$ cat src/rtl/uart_rx_frame_receiver_if.sv
// Serial-line and received-word bundle between a UART line source and the
// frame receiver. The receiver takes the slave side; whoever drives the line
// and consumes the words takes the master side.
interface uart_rx_frame_receiver_if #(
  parameter int DATA_BITS = 8
);
  logic                 IN_RX_SERIAL;
  logic [DATA_BITS-1:0] OUT_RX_DATA;
  logic                 OUT_RX_DATA_READY;
  logic                 OUT_RX_ERROR;
  logic                 OUT_RX_ACTIVE;

  modport master (
    output IN_RX_SERIAL,
    input  OUT_RX_DATA,
    input  OUT_RX_DATA_READY,
    input  OUT_RX_ERROR,
    input  OUT_RX_ACTIVE
  );

  modport slave (
    input  IN_RX_SERIAL,
    output OUT_RX_DATA,
    output OUT_RX_DATA_READY,
    output OUT_RX_ERROR,
    output OUT_RX_ACTIVE
  );
endinterface

$ cat src/rtl/uart_rx_frame_receiver.sv
// UART receive engine: synchronises the serial line, samples start/data/
// parity/stop at bit centres and presents each word with a one-cycle ready
// strobe plus an error strobe for parity or framing faults. A line held low
// after a framing error is treated as a break and reported only once.
module uart_rx_frame_receiver #(
  parameter int UART_BAUD_RATE           = 9600,
  parameter int CLOCK_FREQUENCY          = 38400,
  parameter int PARITY                   = 2,
  parameter int NUM_OF_DATA_BITS_IN_PACK = 8,
  parameter int NUMBER_STOP_BITS         = 1
) (
  input  logic IN_CLOCK,
  input  logic IN_RESET_N,
  uart_rx_frame_receiver_if.slave rx_if
);

  localparam int CLKS    = CLOCK_FREQUENCY / UART_BAUD_RATE;
  localparam int HALF    = CLKS / 2;
  localparam int CW      = $clog2(CLKS);
  localparam int IW      = $clog2(NUM_OF_DATA_BITS_IN_PACK + 1);
  localparam int N       = NUM_OF_DATA_BITS_IN_PACK;
  localparam bit PAR_EN  = (PARITY == 1) || (PARITY == 2);
  localparam bit PAR_ODD = (PARITY == 1);

  localparam logic [CW-1:0] CNT_ZERO  = CW'(0);
  localparam logic [CW-1:0] CNT_ONE   = CW'(1);
  localparam logic [CW-1:0] HALF_LAST = CW'(HALF - 1);
  localparam logic [CW-1:0] BIT_LAST  = CW'(CLKS - 1);
  localparam logic [IW-1:0] IDX_ZERO  = IW'(0);
  localparam logic [IW-1:0] IDX_ONE   = IW'(1);
  localparam logic [IW-1:0] DATA_LAST = IW'(N - 1);
  localparam logic [IW-1:0] STOP_LAST = IW'(NUMBER_STOP_BITS - 1);

  typedef enum logic [2:0] {
    ST_IDLE   = 3'd0,
    ST_START  = 3'd1,
    ST_DATA   = 3'd2,
    ST_PARITY = 3'd3,
    ST_STOP   = 3'd4,
    ST_DONE   = 3'd5,
    ST_BREAK  = 3'd6
  } state_t;

  state_t         state_r;
  logic [CW-1:0]  cnt_r;
  logic [IW-1:0]  idx_r;
  logic [N-1:0]   shift_r;
  logic           perr_r;
  logic           ferr_r;
  logic           sync1_r;
  logic           sync2_r;
  logic           rx_s;
  logic [N-1:0]   data_r;
  logic           ready_r;
  logic           error_r;
  logic           active_r;

  // Parity bit the transmitter should have sent for a given data word.
  function automatic logic parity_expected(input logic [N-1:0] d);
    logic p;
    p = ^d;
    if (PAR_ODD) begin
      p = ~p;
    end else begin
      p = p;
    end
    return p;
  endfunction

  assign rx_s = sync2_r;

  // Two-stage synchroniser for the asynchronous serial line, idle-high reset.
  always_ff @(posedge IN_CLOCK or negedge IN_RESET_N) begin
    if (!IN_RESET_N) begin
      sync1_r <= 1'b1;
      sync2_r <= 1'b1;
    end else begin
      sync1_r <= rx_if.IN_RX_SERIAL;
      sync2_r <= sync1_r;
    end
  end

  // Frame FSM: bit timing, shifting, error flags and registered outputs.
  always_ff @(posedge IN_CLOCK or negedge IN_RESET_N) begin
    if (!IN_RESET_N) begin
      state_r  <= ST_IDLE;
      cnt_r    <= CNT_ZERO;
      idx_r    <= IDX_ZERO;
      shift_r  <= {N{1'b0}};
      perr_r   <= 1'b0;
      ferr_r   <= 1'b0;
      data_r   <= {N{1'b0}};
      ready_r  <= 1'b0;
      error_r  <= 1'b0;
      active_r <= 1'b0;
    end else begin
      case (state_r)
        ST_IDLE: begin
          ready_r <= 1'b0;
          error_r <= 1'b0;
          cnt_r   <= CNT_ZERO;
          idx_r   <= IDX_ZERO;
          if (!rx_s) begin
            state_r  <= ST_START;
            perr_r   <= 1'b0;
            ferr_r   <= 1'b0;
            active_r <= 1'b1;
          end else begin
            state_r  <= ST_IDLE;
            active_r <= 1'b0;
          end
        end

        ST_START: begin
          if (cnt_r == HALF_LAST) begin
            cnt_r <= CNT_ZERO;
            if (!rx_s) begin
              state_r <= ST_DATA;
            end else begin
              // Start bit vanished by mid-bit: a glitch, not a frame.
              state_r  <= ST_IDLE;
              active_r <= 1'b0;
            end
          end else begin
            cnt_r <= cnt_r + CNT_ONE;
          end
        end

        ST_DATA: begin
          if (cnt_r == BIT_LAST) begin
            cnt_r   <= CNT_ZERO;
            shift_r <= {rx_s, shift_r[N-1:1]};
            if (idx_r == DATA_LAST) begin
              idx_r   <= IDX_ZERO;
              state_r <= PAR_EN ? ST_PARITY : ST_STOP;
            end else begin
              idx_r <= idx_r + IDX_ONE;
            end
          end else begin
            cnt_r <= cnt_r + CNT_ONE;
          end
        end

        ST_PARITY: begin
          if (cnt_r == BIT_LAST) begin
            cnt_r   <= CNT_ZERO;
            perr_r  <= (rx_s != parity_expected(shift_r));
            state_r <= ST_STOP;
          end else begin
            cnt_r <= cnt_r + CNT_ONE;
          end
        end

        ST_STOP: begin
          if (cnt_r == BIT_LAST) begin
            cnt_r  <= CNT_ZERO;
            ferr_r <= ferr_r | ~rx_s;
            if (idx_r == STOP_LAST) begin
              // Last stop sample: publish the word in the same edge so the
              // strobe lines up with the DONE cycle.
              idx_r   <= IDX_ZERO;
              state_r <= ST_DONE;
              data_r  <= shift_r;
              ready_r <= 1'b1;
              error_r <= perr_r | ferr_r | ~rx_s;
            end else begin
              idx_r <= idx_r + IDX_ONE;
            end
          end else begin
            cnt_r <= cnt_r + CNT_ONE;
          end
        end

        ST_DONE: begin
          ready_r <= 1'b0;
          error_r <= 1'b0;
          cnt_r   <= CNT_ZERO;
          idx_r   <= IDX_ZERO;
          if (ferr_r) begin
            state_r  <= ST_BREAK;
            active_r <= 1'b0;
          end else if (!rx_s) begin
            // Start edge already here: accept it without losing a cycle.
            state_r  <= ST_START;
            perr_r   <= 1'b0;
            ferr_r   <= 1'b0;
            active_r <= 1'b1;
          end else begin
            state_r  <= ST_IDLE;
            active_r <= 1'b0;
          end
        end

        ST_BREAK: begin
          ready_r  <= 1'b0;
          error_r  <= 1'b0;
          active_r <= 1'b0;
          if (rx_s) begin
            state_r <= ST_IDLE;
          end else begin
            state_r <= ST_BREAK;
          end
        end

        default: begin
          state_r  <= ST_IDLE;
          cnt_r    <= CNT_ZERO;
          idx_r    <= IDX_ZERO;
          ready_r  <= 1'b0;
          error_r  <= 1'b0;
          active_r <= 1'b0;
        end
      endcase
    end
  end

  assign rx_if.OUT_RX_DATA       = data_r;
  assign rx_if.OUT_RX_DATA_READY = ready_r;
  assign rx_if.OUT_RX_ERROR      = error_r;
  assign rx_if.OUT_RX_ACTIVE     = active_r;

endmodule

$ cat src/flat_wrapper.sv
// flat-port wrapper written by rule: the top's interface ports become plain ports
module uart_rx_frame_receiver_flat 
#(
  parameter int UART_BAUD_RATE           = 9600,
  parameter int CLOCK_FREQUENCY          = 38400,
  parameter int PARITY                   = 2,
  parameter int NUM_OF_DATA_BITS_IN_PACK = 8,
  parameter int NUMBER_STOP_BITS         = 1
)
  (IN_CLOCK, IN_RESET_N, rx_if_IN_RX_SERIAL, rx_if_OUT_RX_DATA, rx_if_OUT_RX_DATA_READY, rx_if_OUT_RX_ERROR, rx_if_OUT_RX_ACTIVE);
  uart_rx_frame_receiver_if #(.DATA_BITS(8)) rx_if_i ();
  input  logic IN_CLOCK;
  input  logic IN_RESET_N;
  input wire logic [$bits(rx_if_i.IN_RX_SERIAL)-1:0] rx_if_IN_RX_SERIAL;
  output wire logic [$bits(rx_if_i.OUT_RX_DATA)-1:0] rx_if_OUT_RX_DATA;
  output wire logic [$bits(rx_if_i.OUT_RX_DATA_READY)-1:0] rx_if_OUT_RX_DATA_READY;
  output wire logic [$bits(rx_if_i.OUT_RX_ERROR)-1:0] rx_if_OUT_RX_ERROR;
  output wire logic [$bits(rx_if_i.OUT_RX_ACTIVE)-1:0] rx_if_OUT_RX_ACTIVE;
  assign rx_if_i.IN_RX_SERIAL = rx_if_IN_RX_SERIAL;
  assign rx_if_OUT_RX_DATA = rx_if_i.OUT_RX_DATA;
  assign rx_if_OUT_RX_DATA_READY = rx_if_i.OUT_RX_DATA_READY;
  assign rx_if_OUT_RX_ERROR = rx_if_i.OUT_RX_ERROR;
  assign rx_if_OUT_RX_ACTIVE = rx_if_i.OUT_RX_ACTIVE;
  uart_rx_frame_receiver #(.UART_BAUD_RATE(UART_BAUD_RATE), .CLOCK_FREQUENCY(CLOCK_FREQUENCY), .PARITY(PARITY), .NUM_OF_DATA_BITS_IN_PACK(NUM_OF_DATA_BITS_IN_PACK), .NUMBER_STOP_BITS(NUMBER_STOP_BITS)) u_core (.IN_CLOCK(IN_CLOCK), .IN_RESET_N(IN_RESET_N), .rx_if(rx_if_i));
endmodule
$ cat config.mk
export PLATFORM = sky130hd
export DESIGN_NAME = uart_rx_frame_receiver_flat
export DESIGN_NICKNAME = d
export VERILOG_FILES = /design/src/rtl/uart_rx_frame_receiver_if.sv /design/src/rtl/uart_rx_frame_receiver.sv /design/src/flat_wrapper.sv
export SDC_FILE = /design/constraint.sdc
export NUM_CORES = 1
export LEC_CHECK = 0
export CORE_MARGIN = 8
export CORE_UTILIZATION = 28
export CTS_CLUSTER_SIZE = 14
export DETAILED_ROUTE_END_ITERATION = 12
export HOLD_SLACK_MARGIN = 0.06
export SYNTH_ARGS = -nofsm -noshare
export SYNTH_HDL_FRONTEND = slang
export SYNTH_SLANG_ARGS = --single-unit
export TNS_END_PERCENT = 50
$ cat constraint.sdc
create_clock -name IN_CLOCK -period 2.3 [get_ports IN_CLOCK]
set_input_delay 0.46 -clock IN_CLOCK [delete_from_list [all_inputs] [get_ports IN_CLOCK]]
set_output_delay 0.46 -clock IN_CLOCK [all_outputs]
set_load 0.01 [all_outputs]
Word-level counts from Yosys, hierarchy flattened
Cells that the tools add are included.
Widths: inputs -> output; s select.
{"block": "classes", "add_sub_neg": 2, "multipliers": 0, "div": 0, "order_cmp": 0, "eq_ne": 19, "shift": 0, "muxes": 40, "bitwise_logic": 7, "n_reduce_logical": 16}
{"cell": "$mux 3", "count": 8}
{"cell": "$pmux 3 s7", "count": 1}
{"cell": "$reduce_and 3->1", "count": 6}
{"cell": "$mux 1", "count": 17}
{"cell": "$mux 4", "count": 4}
{"cell": "$ne 2x1->1 const B", "count": 7}
{"cell": "$pmux 4 s3", "count": 1}
{"cell": "$eq 3x3->1 const B", "count": 3}
{"cell": "$reduce_or 3->1", "count": 3}
{"cell": "$reduce_xor 8->1", "count": 1}
{"cell": "$eq 3x2->1 const B", "count": 2}
{"cell": "$mux 2", "count": 3}
{"cell": "$pmux 1 s3", "count": 2}
{"cell": "$pmux 2 s3", "count": 1}
{"cell": "$reduce_and 6->1", "count": 1}
{"cell": "$reduce_bool 3->1", "count": 2}
{"cell": "$add 4x1->4 const B", "count": 1}
{"cell": "$eq 4x3->1 const B", "count": 1}
{"cell": "$logic_not 4->1", "count": 1}
{"cell": "$ne 2x2->1 const B", "count": 2}
{"cell": "$not 1->1", "count": 4}
{"cell": "$pmux 1 s2", "count": 2}
{"cell": "$pmux 1 s4", "count": 1}
{"cell": "$eq 3x1->1 const B", "count": 1}
{"cell": "other kinds (7)", "count": 9}
{"block": "totals", "ff_bits": 32, "latch_bits": 0, "ramBits": 0, "mem_bits_ro": 0, "word_cells": 96, "n_memories": 0}

Longest topological paths before layout
Gate-level depths: netlist of run 1.
{"block": "logic_depth", "ltp_word": 6, "depth_mapped": 7}

Least setup slack after synthesis of run 1
Ideal clock, no wire load.
{"block": "synth_timing", "kind": "register to register", "from": "reg u_core.cnt_r[0]", "to": "reg u_core.idx_r[2]", "setup_time_ns": 0.126, "arrival_ns": 1.603, "required_ns": 2.174, "path_slack_ns": 0.571, "stages_incl_launch_ff": 8, "synth_period_minus_slack_ns": 1.729, "cell_sequence": "dfrtp_1 > ha_1 > buf_4 > nor2b_1 > nor2_1 > o22ai_1 > nor4bb_1 > a221o_1"}
{"block": "synth_via", "elab_chain_cells": 3, "elab_cells_between_ends": 4, "cone_classes": "eq/ne: 3; reduce/logical: 1"}
{"item": "from (decl)", "line_no": "uart_rx_frame_receiver.sv:45", "source": "logic [CW-1:0] cnt_r;"}
{"item": "from (signal assigned)", "line_no": "uart_rx_frame_receiver.sv:125", "source": "cnt_r <= cnt_r + CNT_ONE;"}
{"item": "from (signal assigned)", "line_no": "uart_rx_frame_receiver.sv:140", "source": "cnt_r <= cnt_r + CNT_ONE;"}
{"item": "from (signal assigned)", "line_no": "uart_rx_frame_receiver.sv:150", "source": "cnt_r <= cnt_r + CNT_ONE;"}
{"item": "$eq 2x2->1 *", "line_no": "uart_rx_frame_receiver.sv:130, uart_rx_frame_receiver.sv:155"}
{"item": "$ne 2x1->1 (no source line)"}
{"item": "$reduce_and 3->1 (no source line) *"}
{"item": "to (signal assigned)", "line_no": "uart_rx_frame_receiver.sv:137", "source": "idx_r <= idx_r + IDX_ONE;"}
{"item": "to (signal assigned)", "line_no": "uart_rx_frame_receiver.sv:167", "source": "idx_r <= idx_r + IDX_ONE;"}
{"item": "to (decl)", "line_no": "uart_rx_frame_receiver.sv:46", "source": "logic [IW-1:0] idx_r;"}
Every way passes the cells marked *; elsewhere a longest branch is shown, timed or not.
A chain may end at the register's enable or synchronous reset.

Final worst setup path of run 1
{"block": "layout_timing", "from": "reg u_core.state_r[1]", "to": "reg u_core.state_r[2]"}
{"block": "layout_via", "elab_chain_cells": 3, "elab_cells_between_ends": 15, "cone_classes": "eq/ne: 12; mux: 1; reduce/logical: 2"}
{"item": "from (decl)", "line_no": "uart_rx_frame_receiver.sv:44", "source": "state_t state_r;"}
{"item": "from (signal assigned)", "line_no": "uart_rx_frame_receiver.sv:135", "source": "state_r <= PAR_EN ? ST_PARITY : ST_STOP;"}
{"item": "$eq 3x2->1 (tied with other cells)", "line_no": "uart_rx_frame_receiver.sv:97", "source": "case (state_r)"}
{"item": "$ne 2x1->1 (no source line)"}
{"item": "$reduce_and 6->1 (no source line)"}
Parallel ways exist; a longest one is shown, timed or not.

==> results.txt, run 1 <==
----------------------------------------------------
[Outcome]
  Outcome ... completed

[Critical path]
  End point of the critical path ... u_core.state_r[2]
  Worst r2r dst ... u_core.state_r[2]
  R2R setup slack ... 280 ps
  Worst setup path class ... flop to flop
  Endpoint class of the critical path ... flop
  Logic depth of the worst setup path including buffers ... 5
  Critical Path Max Stage Delay ... 800 ps
  Cell depth of the worst flop-to-flop path ... 5
  Reg2reg start ... u_core.state_r[1]
  Data required time at the worst endpoint ... 2500 ps
  Largest fanout of any net on the critical path ... 24
  Top cell family by delay on the critical path ... compound AO/OA/AOI/OAI gates
  Sort of element at the start of the critical path ... flop
  Crit-path cells ... inv_1, a31oi_1, o221ai_2, a211o_1, o21ai_1
  Critical path origin ... u_core.state_r[1]
  Worst path bufs/invs ... 1
  Cell at the slowest stage of the critical path ... sky130_fd_sc_hd__dfrtp_1
  Arr. time, crit path ... 2220 ps

[Global routing]
  Remaining Overflow, GRT ... 0
  Vias in the first global route ... 1222
  Global router's overall resource usage ... 8.02%
  Largest net degree at the start of global routing ... 33
  Global-route wire length before repair ... 5670 µm
  Number of antenna violations at the first check in global routing ... 0

[STA]
  Final Hold Violating Endpoints ... 0
  Number of endpoints failing setup at the final stage ... 0
  Achievable frequency ... 496 MHz
  Post-route minimum period ... 2020 ps
  Period Utilization, post-route ... 87.6%
  Worst clock skew on the final layout ... 7.31 ps
  Transition time at the pin with the least slew margin ... 710 ps
  Max-slew violation count ... 0
  Setup TNS ... 0 ps
  Smallest setup slack after layout ... 285 ps
  Setup repair after global routing missed its margin ... no
  Headroom to the max-slew limit ... 52.6%

[Pwr]
  Cell Pwr Density ... 1100 mW/mm²
  Maximum VDD drop ... 0.000502 V
  Leakage power total ... 0.880 nW

[Die]
  Width of the chip ... 95.0 µm
  Die span in y ... 95.0 µm
  Effective utilization at floorplan ... 29.2%
  Cell row count ... 28
  Number of top-level pins ... 14
  Die Area ... 0.00903 mm²
  Area of the core ... 0.00599 mm²

[CTS]
  Number of setup buffers added after CTS ... 0
  Count of cells resized by post-cts repair ... 0
  Sink count of the clock tree ... 32
  CTS Root Cell ... sky130_fd_sc_hd__clkbuf_8
  Total clock buffers created by CTS ... 5
  Quantity of hold-fixing buffers added after cts ... 0
  Clock tree buffer depth ... 2
  CTS H-Tree Depth ... 2
  CTS tree ... built
  Clock Latency Late Sink ... 290 ps
  Clock-pin slew reported for the worst setup and hold paths after clock tree synthesis ... 70 ps

[Synth]
  Fraction of the yosys area taken by sequential cells ... 46.0%
  Number of flip-flops and latches in the synthesized netlist ... 32
  Ys flop type ... sky130_fd_sc_hd__dfrtp_1
  Post-synth top area cell ... sky130_fd_sc_hd__dfrtp_1
  Main area contributors after synthesis ... sky130_fd_sc_hd__dfrtp_1, sky130_fd_sc_hd__mux2_2, sky130_fd_sc_hd__ha_1
  Fraction of synthesized cell area taken by the top area cell type ... 42.9%
  Total of warnings raised by yosys ... 0
  Avg Synthesized Cell Area ... 10.5 µm²
  Proportion of register bits with asynchronous set or reset after synthesis ... 100%
  EDFF count, synth ... 0
  Post-Synthesis Cell Area ... 0.00175 mm²
  Nets in the synthesized netlist ... 175
  Number of standard cells after synthesis ... 167
  Post-synth cell types ... 46

[Detailed routing]
  Total routed wirelength ... 3380 µm
  Residual DRC count ... 0
  Detail-routed net length per standard cell ... 13.2 µm
  Vias post-DR ... 1250
  Number of DRC markers after the initial detailed-route iteration ... 68
  Final antenna-violating net count ... 0
  Via/cell ratio ... 4.86
  DR pass1 iterations ... 4

[Place]
  Detailed placement HPWL ... 2330 µm
  Number of placed instances with taps included ... 249
  PortBufs ... 13
  Placement-stage worst setup slack ... 277 ps
  Routability congestion estimate ... 0.834

[Worst hold path]
  Worst Hold Class ... flop to flop

[Finish]
  Layout area overhead ... 17.0%
  Diode count ... 0
  Commonest cells after routing, fill and taps aside ... sky130_fd_sc_hd__dfrtp_1, sky130_fd_sc_hd__mux2_2, sky130_fd_sc_hd__clkdlybuf4s50_1
  Final layout net count ... 189
  Share of final-layout standard cells stronger than drive strength 1 ... 21.4%
  Most frequent standard cell in the layout excluding fill and tap cells ... sky130_fd_sc_hd__dfrtp_1
  Final Non-Filler Cells ... 257

[Flow run]
  Max-capacitance violation count ... 0

----------------------------------------------------
-- logic make-up (layout without fill, tap and decap cells) --
logic type | count (synthesis) | count (layout) | share of synthesized area [%]
xor gates and xnor gates | 7 | 7 | 3.51
DFF | 32 | 32 | 46.0
muxes | 17 | 17 | 10.9
AOI/OAI and AO/OA | 41 | 41 | 16.0
and+or+nand+nor | 47 | 47 | 14.7
buffers and inverters | 18 | 33 | 5.37
adders and majority gates | 5 | 5 | 3.58
-- through the flow --
| step | area (µm²) | power [mW] | hold slack [ps] | utilization (%) |
|---|---|---|---|---|
| 6_report | 2050 | 2.25 | 355 | 34.1 |
| 5_1_grt | 2050 | 2.43 | 359 | 34.1 |
| 4_1_cts | 2050 | 2.28 | 357 | 34.1 |
| 3_5_place_dp | 1930 | 1.73 | 347 | 32.3 |
| 3_3_place_gp | 1930 | 1.73 | 347 | 32.3 |
| 2_1_floorplan | 1750 | 1.54 | 164 | - |
-- worst reg2reg max path: stages, from the launching register on --
cell                       delay (ps)
sky130_fd_sc_hd__dfrtp_1          800
sky130_fd_sc_hd__inv_1            230
sky130_fd_sc_hd__a31oi_1          380
sky130_fd_sc_hd__o221ai_2         190
sky130_fd_sc_hd__a211o_1          250
sky130_fd_sc_hd__o21ai_1           80
-- state kept, by name, summed over array words and instances, names as in the netlist --
signal                          cells
u_core.rx_if.OUT_RX_DATA            8
u_core.perr_r                       1
u_core.rx_s                         1
u_core.shift_r                      8
u_core.ferr_r                       1
u_core.rx_if.OUT_RX_ERROR           1
u_core.sync1_r                      1
u_core.cnt_r                        2
u_core.rx_if.OUT_RX_DATA_READY      1
u_core.state_r                      3
u_core.idx_r                        4
u_core.rx_if.OUT_RX_ACTIVE          1
-- per-layer routing --
layer / vias up / wire [µm] / GRT usage (%)
li1: 625 / - / -
met1: 592 / 1620 / 9.83
met2: 25 / 1520 / 12.1
met3: 8 / 169 / 2.75
met4: 0 / 75 / 4.55
met5: - / 0 / 0
-- final cells by class --
cell class / instances / area, µm²
sequential: 32 / 803
tap: 75 / 93.8
clock inverter: 3 / 42.5
timing repair buffer: 16 / 153
clock buffer: 5 / 68.8
fill: 602 / 3950
inverter: 9 / 33.8
multi-input combinational: 117 / 851
-- how the worst min path moves through the flow --
stage / from / to / slack (ps) / cells past startpoint
floorplan: IN_RESET_N / u_core.cnt_r[0] / 160 / 0
global placement: u_core.sync1_r / u_core.rx_s / 350 / 0
detailed placement: u_core.sync1_r / u_core.rx_s / 350 / 0
CTS: u_core.sync1_r / u_core.rx_s / 360 / 0
global route: u_core.sync1_r / u_core.rx_s / 360 / 0
finish: u_core.sync1_r / u_core.rx_s / 360 / 0
-- Yosys cell counts (2+ instances only) --
library cell	count
sky130_fd_sc_hd__mux2_2	16
sky130_fd_sc_hd__inv_1	9
sky130_fd_sc_hd__and2b_2	2
sky130_fd_sc_hd__o21a_1	2
sky130_fd_sc_hd__dfstp_2	2
sky130_fd_sc_hd__nor2_1	9
sky130_fd_sc_hd__nor2b_1	2
sky130_fd_sc_hd__o32ai_1	3
sky130_fd_sc_hd__dfrtp_1	30
sky130_fd_sc_hd__nor3b_1	2
sky130_fd_sc_hd__clkbuf_1	3
sky130_fd_sc_hd__nor3_1	3
sky130_fd_sc_hd__buf_4	3
sky130_fd_sc_hd__nand2b_1	3
sky130_fd_sc_hd__nand3_1	4
sky130_fd_sc_hd__ha_1	5
sky130_fd_sc_hd__a2bb2oi_1	2
sky130_fd_sc_hd__nand2_2	2
sky130_fd_sc_hd__nand2_1	10
sky130_fd_sc_hd__o22ai_1	4
sky130_fd_sc_hd__xnor2_1	7
sky130_fd_sc_hd__or2_2	2
sky130_fd_sc_hd__a21oi_1	9
sky130_fd_sc_hd__a31oi_1	4
sky130_fd_sc_hd__o21ai_0	8
-- report_power, final --
part / switching [mW] / total [mW] / internal, mW
combinational: 0.423 / 0.840 / 0.417
sequential: 0.211 / 0.880 / 0.669
clock: 0.214 / 0.534 / 0.320
Note: power is estimated with default switching activity, not from simulation.
==> inputs of run 2 (changes only) <==
- CORE_UTILIZATION: 28 -> 40
- MAX_ROUTING_LAYER: default -> met4
==> run 2 against run 1 <==
Critical path depth is the same. First-iteration DRC count grew 1.5%. Global-route usage grew 3.7 points. Utilization grew 12 points. Clock power shrank 22%. Flip-flop and latch count is the same. Count of clock-buffer cells in the layout grew 2. Highest routed layer unchanged.
==> results.txt, run 2 (synthesized netlist as in run 1, its figures left out) <==
----------------------------------------------------
[Outcome]
  Outcome ... completed (unchanged)

[CTS]
  CTS Root Cell ... sky130_fd_sc_hd__clkbuf_8 (unchanged)
  Clock-pin slew reported for the worst setup and hold paths after clock tree synthesis ... 60 ps (was 70 ps)
  Clock Latency Late Sink ... 280 ps (was 290 ps)
  Count of cells resized by post-cts repair ... 0 (unchanged)
  CTS H-Tree Depth ... 2 (unchanged)
  Quantity of hold-fixing buffers added after cts ... 0 (unchanged)
  Total clock buffers created by CTS ... 5 (unchanged)
  CTS tree ... built (unchanged)
  Number of setup buffers added after CTS ... 0 (unchanged)
  Sink count of the clock tree ... 32 (unchanged)
  Clock tree buffer depth ... 2 (unchanged)

[STA]
  Worst clock skew on the final layout ... 5.09 ps (was 7.31 ps)
  Setup TNS ... 0 ps (unchanged)
  Transition time at the pin with the least slew margin ... 720 ps (was 710 ps)
  Post-route minimum period ... 2040 ps (was 2020 ps)
  Max-slew violation count ... 0 (unchanged)
  Final Hold Violating Endpoints ... 0 (unchanged)
  Number of endpoints failing setup at the final stage ... 0 (unchanged)
  Period Utilization, post-route ... 88.9% (was 87.6%)
  Hold_ws ... 357 ps (was 355 ps)
  Setup repair after global routing missed its margin ... no (unchanged)
  Headroom to the max-slew limit ... 52.0% (was 52.6%)
  Achievable frequency ... 489 MHz (was 496 MHz)

[Critical path]
  Endpoint class of the critical path ... flop (unchanged)
  Worst setup path class ... flop to flop (unchanged)
  Data required time at the worst endpoint ... 2510 ps (was 2500 ps)
  Largest fanout of any net on the critical path ... 24 (unchanged)
  Cell depth of the worst flop-to-flop path ... 5 (unchanged)
  Arr. time, crit path ... 2250 ps (was 2220 ps)
  Sort of element at the start of the critical path ... flop (unchanged)

[Global routing]
  Largest net degree at the start of global routing ... 33 (unchanged)
  Global router's overall resource usage ... 11.7% (was 8.02%)
  Number of antenna violations at the first check in global routing ... 0 (unchanged)
  Global-route wire length before repair ... 5940 µm (was 5670 µm)
  Remaining Overflow, GRT ... 0 (unchanged)
  Vias in the first global route ... 1312 (was 1222)

[Finish]
  Area taken by flip-flops and latches ... 803 µm² (unchanged)
  Post-route standard cell area excluding fillers ... 0.00199 mm² (was 0.00205 mm²)
  Most frequent standard cell in the layout excluding fill and tap cells ... sky130_fd_sc_hd__dfrtp_1 (unchanged)
  Diode count ... 0 (unchanged)
  Fill cell total of the finished layout ... 404 (was 602)
  Share of final-layout standard cells stronger than drive strength 1 ... 20.3% (was 21.4%)
  Commonest cells after routing, fill and taps aside ... sky130_fd_sc_hd__dfrtp_1, sky130_fd_sc_hd__mux2_2, sky130_fd_sc_hd__clkdlybuf4s50_1 (unchanged)
  Final Non-Filler Cells ... 234 (was 257)
  Final layout net count ... 189 (unchanged)
  Layout area overhead ... 13.7% (was 17.0%)
  Total area of multi-input combinational cells ... 851 µm² (unchanged)
  Post-layout utilization of the core ... 46.3% (was 34.1%)

[Detailed routing]
  Via/cell ratio ... 5.53 (was 4.86)
  DR pass1 iterations ... 4 (unchanged)
  Total routed wirelength ... 3540 µm (was 3380 µm)
  Vias post-DR ... 1293 (was 1250)
  Residual DRC count ... 0 (unchanged)
  Detail-routed net length per standard cell ... 15.1 µm (was 13.2 µm)
  Final antenna-violating net count ... 0 (unchanged)
  Number of DRC markers after the initial detailed-route iteration ... 69 (was 68)

[Place]
  Number of placed instances with taps included ... 226 (was 249)
  Routability congestion estimate ... 0.878 (was 0.834)
  Post-place instance area ... 0.00191 mm² (was 0.00193 mm²)
  PortBufs ... 13 (unchanged)
  Detailed placement HPWL ... 2510 µm (was 2330 µm)

[Die]
  Cell row count ... 24 (was 28)
  Die Area ... 0.00674 mm² (was 0.00903 mm²)
  Effective utilization at floorplan ... 40.7% (was 29.2%)
  Area of the core ... 0.00429 mm² (was 0.00599 mm²)
  Die span in y ... 82.1 µm (was 95.0 µm)
  Number of top-level pins ... 14 (unchanged)
  Width of the chip ... 82.1 µm (was 95.0 µm)

[Pwr]
  Cell Pwr Density ... 1080 mW/mm² (was 1100 mW/mm²)
  Leakage power total ... 0.868 nW (was 0.880 nW)
  Maximum VDD drop ... 0.000351 V (was 0.000502 V)

[Worst hold path]
  Cells on Worst Hold Path ... 0 (unchanged)
  Worst Hold Class ... flop to flop (unchanged)

[Flow run]
  Max-capacitance violation count ... 0 (unchanged)

----------------------------------------------------
run 2: cell types whose count changed in the layout (fill, tap and decap cells not counted):
| cell | before | now |
|---|---|---|
| sky130_fd_sc_hd__clkbuf_1 | 0 | 2 |
| sky130_fd_sc_hd__clkinvlp_4 | 1 | 0 |
| sky130_fd_sc_hd__bufinv_16 | 1 | 0 |
run 2: layout make-up:
| class | instances | share of cell area (%) |
|---|---|---|
| Tap cell | 52 | 3.27 |
| Clock buffer | 7 | 3.84 |
| Inverter | 9 | 1.70 |
| Clock inverter | 1 | 0.252 |
| Timing Repair Buffer | 16 | 7.68 |
| Multi-Input combinational cell | 117 | 42.8 |
| Sequential cell | 32 | 40.4 |
run 2: critical path, stage by stage, from the launching register on:
cell and delay [ps]:
sky130_fd_sc_hd__dfrtp_1 810, sky130_fd_sc_hd__inv_1 210, sky130_fd_sc_hd__a31oi_1 380, sky130_fd_sc_hd__o221ai_2 200, sky130_fd_sc_hd__a211o_1 280, sky130_fd_sc_hd__o21ai_1 80
run 2: power by group:
group          internal (mW)  switching [mW]  total (mW)
clock network          0.212           0.201       0.414
logic                  0.419           0.428       0.847
registers              0.669           0.221       0.890
total                   1.30           0.851        2.15
run 2: worst paths after layout:
kind | from | end | slack (ps)
max | u_core.state_r[1] | u_core.state_r[2] | 260
min | u_core.sync1_r | u_core.rx_s | 360
max in group asynchronous | IN_RESET_N | u_core.rx_s | 1400
min reg2reg | u_core.sync1_r | u_core.rx_s | 360
max reg2reg | u_core.state_r[1] | u_core.state_r[2] | 260
min in group asynchronous | IN_RESET_N | u_core.idx_r[2] | 570
run 2: through the flow:
step,setup slack [ps],power (mW)
2_1_floorplan,571,1.54
3_3_place_gp,367,1.70
3_5_place_dp,308,1.74
4_1_cts,288,2.17
5_1_grt,161,2.31
6_report,256,2.15
run 2: metal layers:
layer,wire length [µm],GRT usage [%]
met1,1550,12.6
met2,1810,19.9
met3,158,3.90
met4,17,3.68
met5,0,-
==> inputs of run 3 (changes only) <==
- HOLD_SLACK_MARGIN: 0.06 -> 0.12
==> results of run 3 <==
Same layout as run 2: the final DEF is identical, and so are final timing and power.
